File: src/rtl/benes_route_ctrl.sv
// Routing-table controller for a Benes network of 2x2 switches: it stores
// per-stage switch patterns, applies one on request, meters the data beats and waits for the network to drain.
module benes_route_ctrl #(
  parameter int unsigned LOG_N    = 3,
  parameter int unsigned NUM_PERM = 4,
  parameter int unsigned BEAT_W   = 8,
  parameter int unsigned PIPE_LAT = 0,
  localparam int unsigned N       = 2 ** LOG_N,
  localparam int unsigned STAGES  = 2 * LOG_N - 1,
  localparam int unsigned SPS     = N / 2,
  localparam int unsigned PW      = (NUM_PERM > 1) ? $clog2(NUM_PERM) : 1,
  localparam int unsigned SW      = (STAGES > 1) ? $clog2(STAGES) : 1
) (
  input  logic                    clk,
  input  logic                    rst_n,
  input  logic                    cfg_wr_en,
  input  logic [PW-1:0]           cfg_wr_perm,
  input  logic [SW-1:0]           cfg_wr_stage,
  input  logic [SPS-1:0]          cfg_wr_data,
  output logic                    cfg_wr_err,
  input  logic                    req_valid,
  input  logic [PW-1:0]           req_perm,
  input  logic [BEAT_W-1:0]       req_beats,
  output logic                    req_ready,
  input  logic                    in_valid,
  output logic                    in_ready,
  output logic [STAGES*SPS-1:0]   sw_set,
  output logic                    busy,
  output logic                    done
);

  localparam int unsigned TW        = STAGES * SPS;
  localparam int unsigned DRAIN_CYC = (PIPE_LAT > 1) ? PIPE_LAT : 1;
  localparam int unsigned DW        = $clog2(DRAIN_CYC + 1);

  typedef enum logic [1:0] {IDLE, LOAD, RUN, DRAIN} state_t;

  state_t            state, state_nxt;
  logic [PW-1:0]     cur_perm;
  logic [BEAT_W-1:0] cur_beats;
  logic [BEAT_W-1:0] beat_cnt;
  logic [BEAT_W-1:0] beat_cnt_inc;
  logic [DW-1:0]     drain_cnt;
  logic [TW-1:0]     route_tbl [NUM_PERM];

  logic wr_ok, req_acc, beat_acc, last_beat, drain_start, drain_end;

  assign req_ready = (state == IDLE);
  assign in_ready  = (state == RUN);
  assign busy      = (state != IDLE);

  always_comb begin
    wr_ok        = cfg_wr_en
                   && (32'(cfg_wr_stage) < STAGES)
                   && (32'(cfg_wr_perm) < NUM_PERM)
                   && ((state == IDLE) || (cfg_wr_perm != cur_perm));
    req_acc      = (state == IDLE) && req_valid;
    beat_acc     = (state == RUN) && in_valid;
    beat_cnt_inc = beat_cnt + 1'b1;
    last_beat    = beat_acc && (beat_cnt_inc == cur_beats);
    drain_start  = ((state == LOAD) && (cur_beats == '0)) || last_beat;
    drain_end    = (state == DRAIN) && (drain_cnt == '0);
  end

  always_comb begin
    state_nxt = state;
    case (state)
      IDLE:    if (req_acc) state_nxt = LOAD;
      LOAD:    state_nxt = (cur_beats != '0) ? RUN : DRAIN;
      RUN:     if (last_beat) state_nxt = DRAIN;
      DRAIN:   if (drain_end) state_nxt = IDLE;
      default: state_nxt = IDLE;
    endcase
  end

  always_ff @(posedge clk or negedge rst_n) begin
    if (!rst_n) state <= IDLE;
    else        state <= state_nxt;
  end

  always_ff @(posedge clk or negedge rst_n) begin
    if (!rst_n) begin
      cfg_wr_err <= 1'b0;
      done       <= 1'b0;
      cur_perm   <= '0;
      cur_beats  <= '0;
      beat_cnt   <= '0;
      drain_cnt  <= '0;
      sw_set     <= '0;
      for (int unsigned i = 0; i < NUM_PERM; i++) route_tbl[i] <= '0;
    end else begin
      cfg_wr_err <= cfg_wr_en && !wr_ok;
      done       <= drain_end;
      // Row write precedes the LOAD read by a cycle, so a same-cycle write+request sees the new row.
      if (wr_ok) route_tbl[cfg_wr_perm][cfg_wr_stage*SPS +: SPS] <= cfg_wr_data;
      if (req_acc) begin
        cur_perm  <= req_perm;
        cur_beats <= req_beats;
        beat_cnt  <= '0;
      end
      if (state == LOAD) begin
        if (32'(cur_perm) < NUM_PERM) sw_set <= route_tbl[cur_perm];
        else                          sw_set <= '0;
      end
      if (beat_acc) beat_cnt <= beat_cnt_inc;
      if (drain_start)                             drain_cnt <= DW'(DRAIN_CYC - 1);
      else if ((state == DRAIN) && (drain_cnt != '0)) drain_cnt <= drain_cnt - 1'b1;
    end
  end

endmodule
File: config.mk
export PLATFORM = sky130hd
export DESIGN_NAME = benes_route_ctrl
export DESIGN_NICKNAME = d
export VERILOG_FILES = /design/src/rtl/benes_route_ctrl.sv
export SDC_FILE = /design/constraint.sdc
export NUM_CORES = 1
export LEC_CHECK = 0
export ABC_AREA = 1
export CORE_ASPECT_RATIO = 0.7
export CORE_MARGIN = 2
export CORE_UTILIZATION = 34
export CTS_CLUSTER_DIAMETER = 40
export DETAILED_ROUTE_END_ITERATION = 8
export RECOVER_POWER = 50
export SLEW_MARGIN = 40
export SYNTH_ARGS = -nofsm -noshare
export SYNTH_HDL_FRONTEND = slang
export SYNTH_SLANG_ARGS = --single-unit
File: constraint.sdc
create_clock -name clk -period 1.8 [get_ports clk]
set_input_delay 0.36 -clock clk [delete_from_list [all_inputs] [get_ports clk]]
set_output_delay 0.36 -clock clk [all_outputs]
set_load 0.1 [all_outputs]
=== Word level (Yosys, flattened, before mapping) ===
Cells that the tools add are included.

* Muxes and demuxes: 15
* Shifts and indexed selects: 2
* Equality and inequality tests: 8
* Reductions and logical operators: 20
* Order comparisons: 4
* $add $sub $neg: 3
* Bitwise logic cells: 3

{| class="wikitable"
|+ Operator list
! cell !! number
|-
| 80-bit bitwise mux || 1
|-
| 20-bit 2-to-1 mux || 3
|-
| 20-bit binary-select mux with 2-bit select || 1
|-
| 20-bit demux with 2-bit select || 1
|-
| 5-bit negation with 34-bit output || 1
|-
| 4-bit by 34-bit variable shift with 20-bit output (first input constant) || 1
|-
| 4-bit by 34-bit indexed part select with 20-bit output || 1
|-
| 8-bit 2-to-1 mux || 2
|-
| 1-bit logical AND || 10
|-
| 8-bit by 1-bit adder with 8-bit output (second input constant) || 1
|-
| 8-bit == test || 1
|-
| 8-bit zero test || 1
|-
| 2-bit one-hot mux with 4 select lines || 1
|-
| 8-bit nonzero test || 1
|-
| 3-bit greater-or-equal comparator (second input constant) || 2
|-
| 2-bit 2-to-1 mux || 3
|-
| 2-bit inverter with 3-bit output || 2
|-
| 2-bit nonzero test || 3
|-
| 2-bit == test (second input constant) || 2
|-
| 2-bit by 1-bit inequality test with 1-bit output (second input constant) || 2
|-
| 3-bit by 1-bit < comparator with 1-bit output (second input constant) || 1
|-
| 3-bit < comparator (second input constant) || 1
|-
| 1-bit 2-to-1 mux || 3
|-
| 3-bit AND reduction || 1
|-
| 8 further kinds || 9
|}

* Output and inout port bits: 25
* Register bits after elaboration: 123
* Word-level logic and storage cells: 67
* Input port bits: 24

=== Logic depth before layout (Yosys ltp) ===
* Word-level depth: 6
* Depth in mapped cells: 14
* Mapped depth without buffers: 14

=== Worst setup path before layout ===
Ideal clock, no wire load.

* Kind: flip-flop to flip-flop
* Start point: register state[0]
* End point: register state[1]
* Clock period less this slack: 2.653 ns
* Cell stages (with the launch flop): 14
* Arrival: 2.536 ns
* Setup time: 0.117 ns
* Path slack: -0.853 ns
* Data required time: 1.683 ns
* Path buffers: 0
* Cell sequence: dfrtp_1 > inv_1 > ha_1 > nand2_1 > nor2_1 > nand3_1 > nor2_1 > nand2_1 > nor2_1 > nand3_1 > nand2_1 > nand2_1 > nand2_1 > nand2_1

* Cells in the longest elaborated chain, start to end: 5
* Elaborated cells between the ends (all ways): 13
* Those cells by class: eq/ne: 6; mux: 1; reduce/logical: 6

{| class="wikitable"
|+ Ends and longest elaborated chain
! item !! RTL line !! source
|-
| from (decl) || 38 || <nowiki>state_t state, state_nxt;</nowiki>
|-
| from (signal assigned) || 78 || <nowiki>else state <= state_nxt;</nowiki>
|-
| 2-bit == test (*) || n/a ||
|-
| net in_ready || 26 || <nowiki>output logic in_ready,</nowiki>
|-
| 1-bit logical AND || 58 || <nowiki>beat_acc = (state == RUN) && in_valid;</nowiki>
|-
| 1-bit logical AND || 60 || <nowiki>last_beat = beat_acc && (beat_cnt_inc == cur_beats);</nowiki>
|-
| 2-bit by 1-bit inequality test with 1-bit output (no line) || n/a ||
|-
| 3-bit AND reduction (no line) || n/a ||
|}

Mark *: on every way through the listed nets, which the timed path passes. The rest lies on a longest branch.
A chain may end at the register's enable or synchronous reset.

=== Worst setup path in the final report ===
* Start point: register state[1]
* End point: output port busy

* Cells in the longest elaborated chain, start to end: 1

{| class="wikitable"
|+ Ends and longest elaborated chain
! item !! RTL line !! source
|-
| 2-bit nonzero test || 50 || <nowiki>assign busy = (state != IDLE);</nowiki>
|-
| to (decl) || 28 || <nowiki>output logic busy,</nowiki>
|}

Every way passes these cells.

==> impl_metrics.toml <==
[timing]
slew_headroom_pct = 55.01
finalHoldViolCount = 0
setup_viol = 1
period_needed_ns = 1.857
fin_crit_sh_pct = 103.1
slew_violations = 0
fin_skew_ns = 0.008974
rsz0062_at_grt = "true"
worst_pin_slew_ns = 0.6749
fin_ws_ns = -0.05651
fmax_mhz = 538.6
whs_ns = 0.4830

[detailed_routing]
routed_wl_mm = 15.35
vias_per_cell = 4.781
routed-via-count = 5025
first_pass_iters = 5
drc = 0
drt_iter0_drc = 368
ant_nets = 0
wl_per_cell_um = 14.61

[critical_path]
end_kind = "output port"
crit_arrival_ns = 1.50
cp-start-kind = "flop"
r2r-end = "route_tbl[68]"
r2r-start = "state[1]"
reg2reg_setup_slack_ns = 0.01
required_ns = 1.44
worstPathCellList = "inv_2 -> ha_4 -> buf_6 -> clkinvlp_4 -> buf_12"
path_max_fanout = 4
r2r_cells = 11
crit_family = "buffers and inverters"
critPathMaxStageDelay_ns = 0.43
critPathBufInv = 4
slowest_stage = "dfrtp_2"
worstSetupPathType = "reg2out"

[synthesis]
syn_nets = 724
syn_avg_cell_area_um2 = 8.190
ys_ff_latch = 123
synth_cell_types = 26
synth_top_area_share_pct = 54.23
syn_area_um2 = 5675
synth_largest_area_cell = "dfrtp_1"
yosysSeqAreaShare_pct = 54.23
synth_warnings = 0
netlist_top_cells_area = "dfrtp_1 54%, o21ai_0 10%, nand2_1 10%, nor2_1 8.3%, inv_1 3.2%"
postSynthCellCount = 693

[layout]
final_cell_mix = "121 x dfrtp_1, 118 x nor2_1, 115 x nand2_1"
drive_above_1_share_pct = 25.79
num_antenna_cells = 0
syn_to_final_growth_pct = 44.44
final_common_cell = "dfrtp_1"
nNetsFinal = 844
fin_area_um2 = 8198

[hold_path]
min_from = "route_tbl[52]"
hold_class = "reg2reg"
holdPathEnd = "route_tbl[52]"
hold_depth = 2

[floorplanning]
num_rows = 39
ios = 49
core-area_um2 = 16350
dieArea_um2 = 17760
die_x_um = 158.4
initial_utilization_pct = 34.72
die_h_um = 112.1

[power_and_ir_drop]
power-per-cell-area_nw_per_um2 = 1772
leakagePower_nw = 3.668
max-vdd-ir-drop_mv = 0.7022

[cts]
cts_buffers = 17
clk_latency_ns = 0.42
cts_tree = "done"
clock_sinks = 123
htree_levels = 4
root_buffer = "clkbuf_16"
clk_pin_slew_ns = 0.06
clk_path_buf_depth = 2

[job]
maxCapViolCount = 0

[placed_design]
routabilityCongestion = 0.8884
dpl_cell_area_um2 = 7229
port_buffers = 48
hpwl_mm = 10.25

[global_route]
grt_busiest_layer = "met2"
grt_pass1_vias = 4955
use_met2_pct = 27.07
antenna_found_initial = 0
groute.usage.overall_pct = 18.24
use_met3_pct = 3.205
grt_pass1_wl_mm = 25.26
grt-ovfl-total = 0
grt_max_degree = 45
use_met1_pct = 26.73

[run_status]
violations = "negative setup slack"
status = "finished, violations left"
Yosys cell counts:
| library cell | count |
|---|---|
| o21ai_1 | 5 |
| o22ai_1 | 6 |
| nand2_1 | 151 |
| nor2_1 | 125 |
| nand2_2 | 1 |
| a31oi_1 | 21 |
| inv_2 | 1 |
| nor2_2 | 2 |
| buf_2 | 1 |
| nor4_4 | 1 |
| nor3_1 | 9 |
| ha_1 | 7 |
| clkbuf_1 | 17 |
| nor3_4 | 2 |
| buf_6 | 1 |
| mux2_2 | 3 |
| inv_1 | 49 |
| buf_4 | 2 |
| o21ai_0 | 119 |
| nor4_1 | 1 |
| nand4_1 | 4 |
| a21oi_1 | 17 |
| dfrtp_1 | 123 |
| nand3_1 | 23 |
| buf_1 | 1 |
| o2111ai_2 | 1 |
how the worst max path moves through the flow:
stage / slack, ns / to / startpoint / depth (start not counted)
after floorplan: -0.13 / state[1] / state[1] / 7
after global placement: -0.63 / route_tbl[36] / cfg_wr_stage[0] / 12
after detailed placement: -0.66 / route_tbl[18] / cfg_wr_stage[0] / 12
after CTS: -0.04 / busy / state[0] / 5
after global routing: -0.10 / busy / state[0] / 5
final: -0.06 / busy / state[1] / 5
sequential cells by signal (all words and copies together) (netlist names):
register,count
sw_set,20
done,1
beat_cnt,8
route_tbl,80
cur_perm,2
cfg_wr_err,1
cur_beats,8
state,2
drain_cnt,1
worst register-to-register path, stage by stage, from the launching register on:
cell       delay (ns)
dfrtp_2          0.43
inv_2            0.09
ha_4             0.14
a21oi_1          0.05
o2111ai_2        0.11
nand2_4          0.14
buf_6            0.14
nor3_4           0.14
buf_12           0.20
nand2_8          0.10
nand2_2          0.08
o21ai_2          0.05
cell families after synthesis:
family	Yosys count	synth area share (%)
mux	3	0.5952
fa+ha+maj	7	1.543
buf+inv	72	5.048
simple gates	319	22.91
compound gates	169	15.67
flops	123	54.23
power breakdown:
| part | switching (mW) | internal, mW | total, mW |
|---|---|---|---|
| combinational | 4.25 | 2.50 | 6.75 |
| sequential | 0.546 | 3.41 | 3.95 |
| clock | 1.34 | 2.48 | 3.83 |
layer usage:
metal,wire length [um],vias up
li1,-,2536
met1,7790,2409
met2,6973,68
met3,393,12
met4,193,0
met5,0,-
final cells by class:
cell class              instances  area (um2)
clock buffers                  17       425.4
fillers                      1492        8149
well taps                     225       281.5
multi-input cells             498        2659
clock inverters                15       235.2
flip-flops and latches        123        3080
repair buffers                123        1320
inverters                      50       196.4
per-stage QoR:
stage	util, %	worst slack (ns)	total power [mW]	std cells	setup TNS, ns
after detailed placement	44.22	-0.6619	10.43	1009	-48.04
after CTS	48.99	-0.03957	14.43	1048	-0.05026
after floorplan	-	-0.1319	7.990	693	-2.890
after global routing	50.15	-0.1037	15.28	1051	-1.289
after global placement	44.22	-0.6314	10.38	1009	-46.79
final	50.15	-0.05651	14.53	1051	-0.05651
timing repair:
item,4_1_cts,5_1_grt
gates resized for setup,27,72
setup endpoints to repair,84,71
hold buffers,1,0
pin swaps,8,14
hold endpoints to repair,24,0
buffers inserted,6,3
No activity file was read; power rests on OpenSTA's default activity.
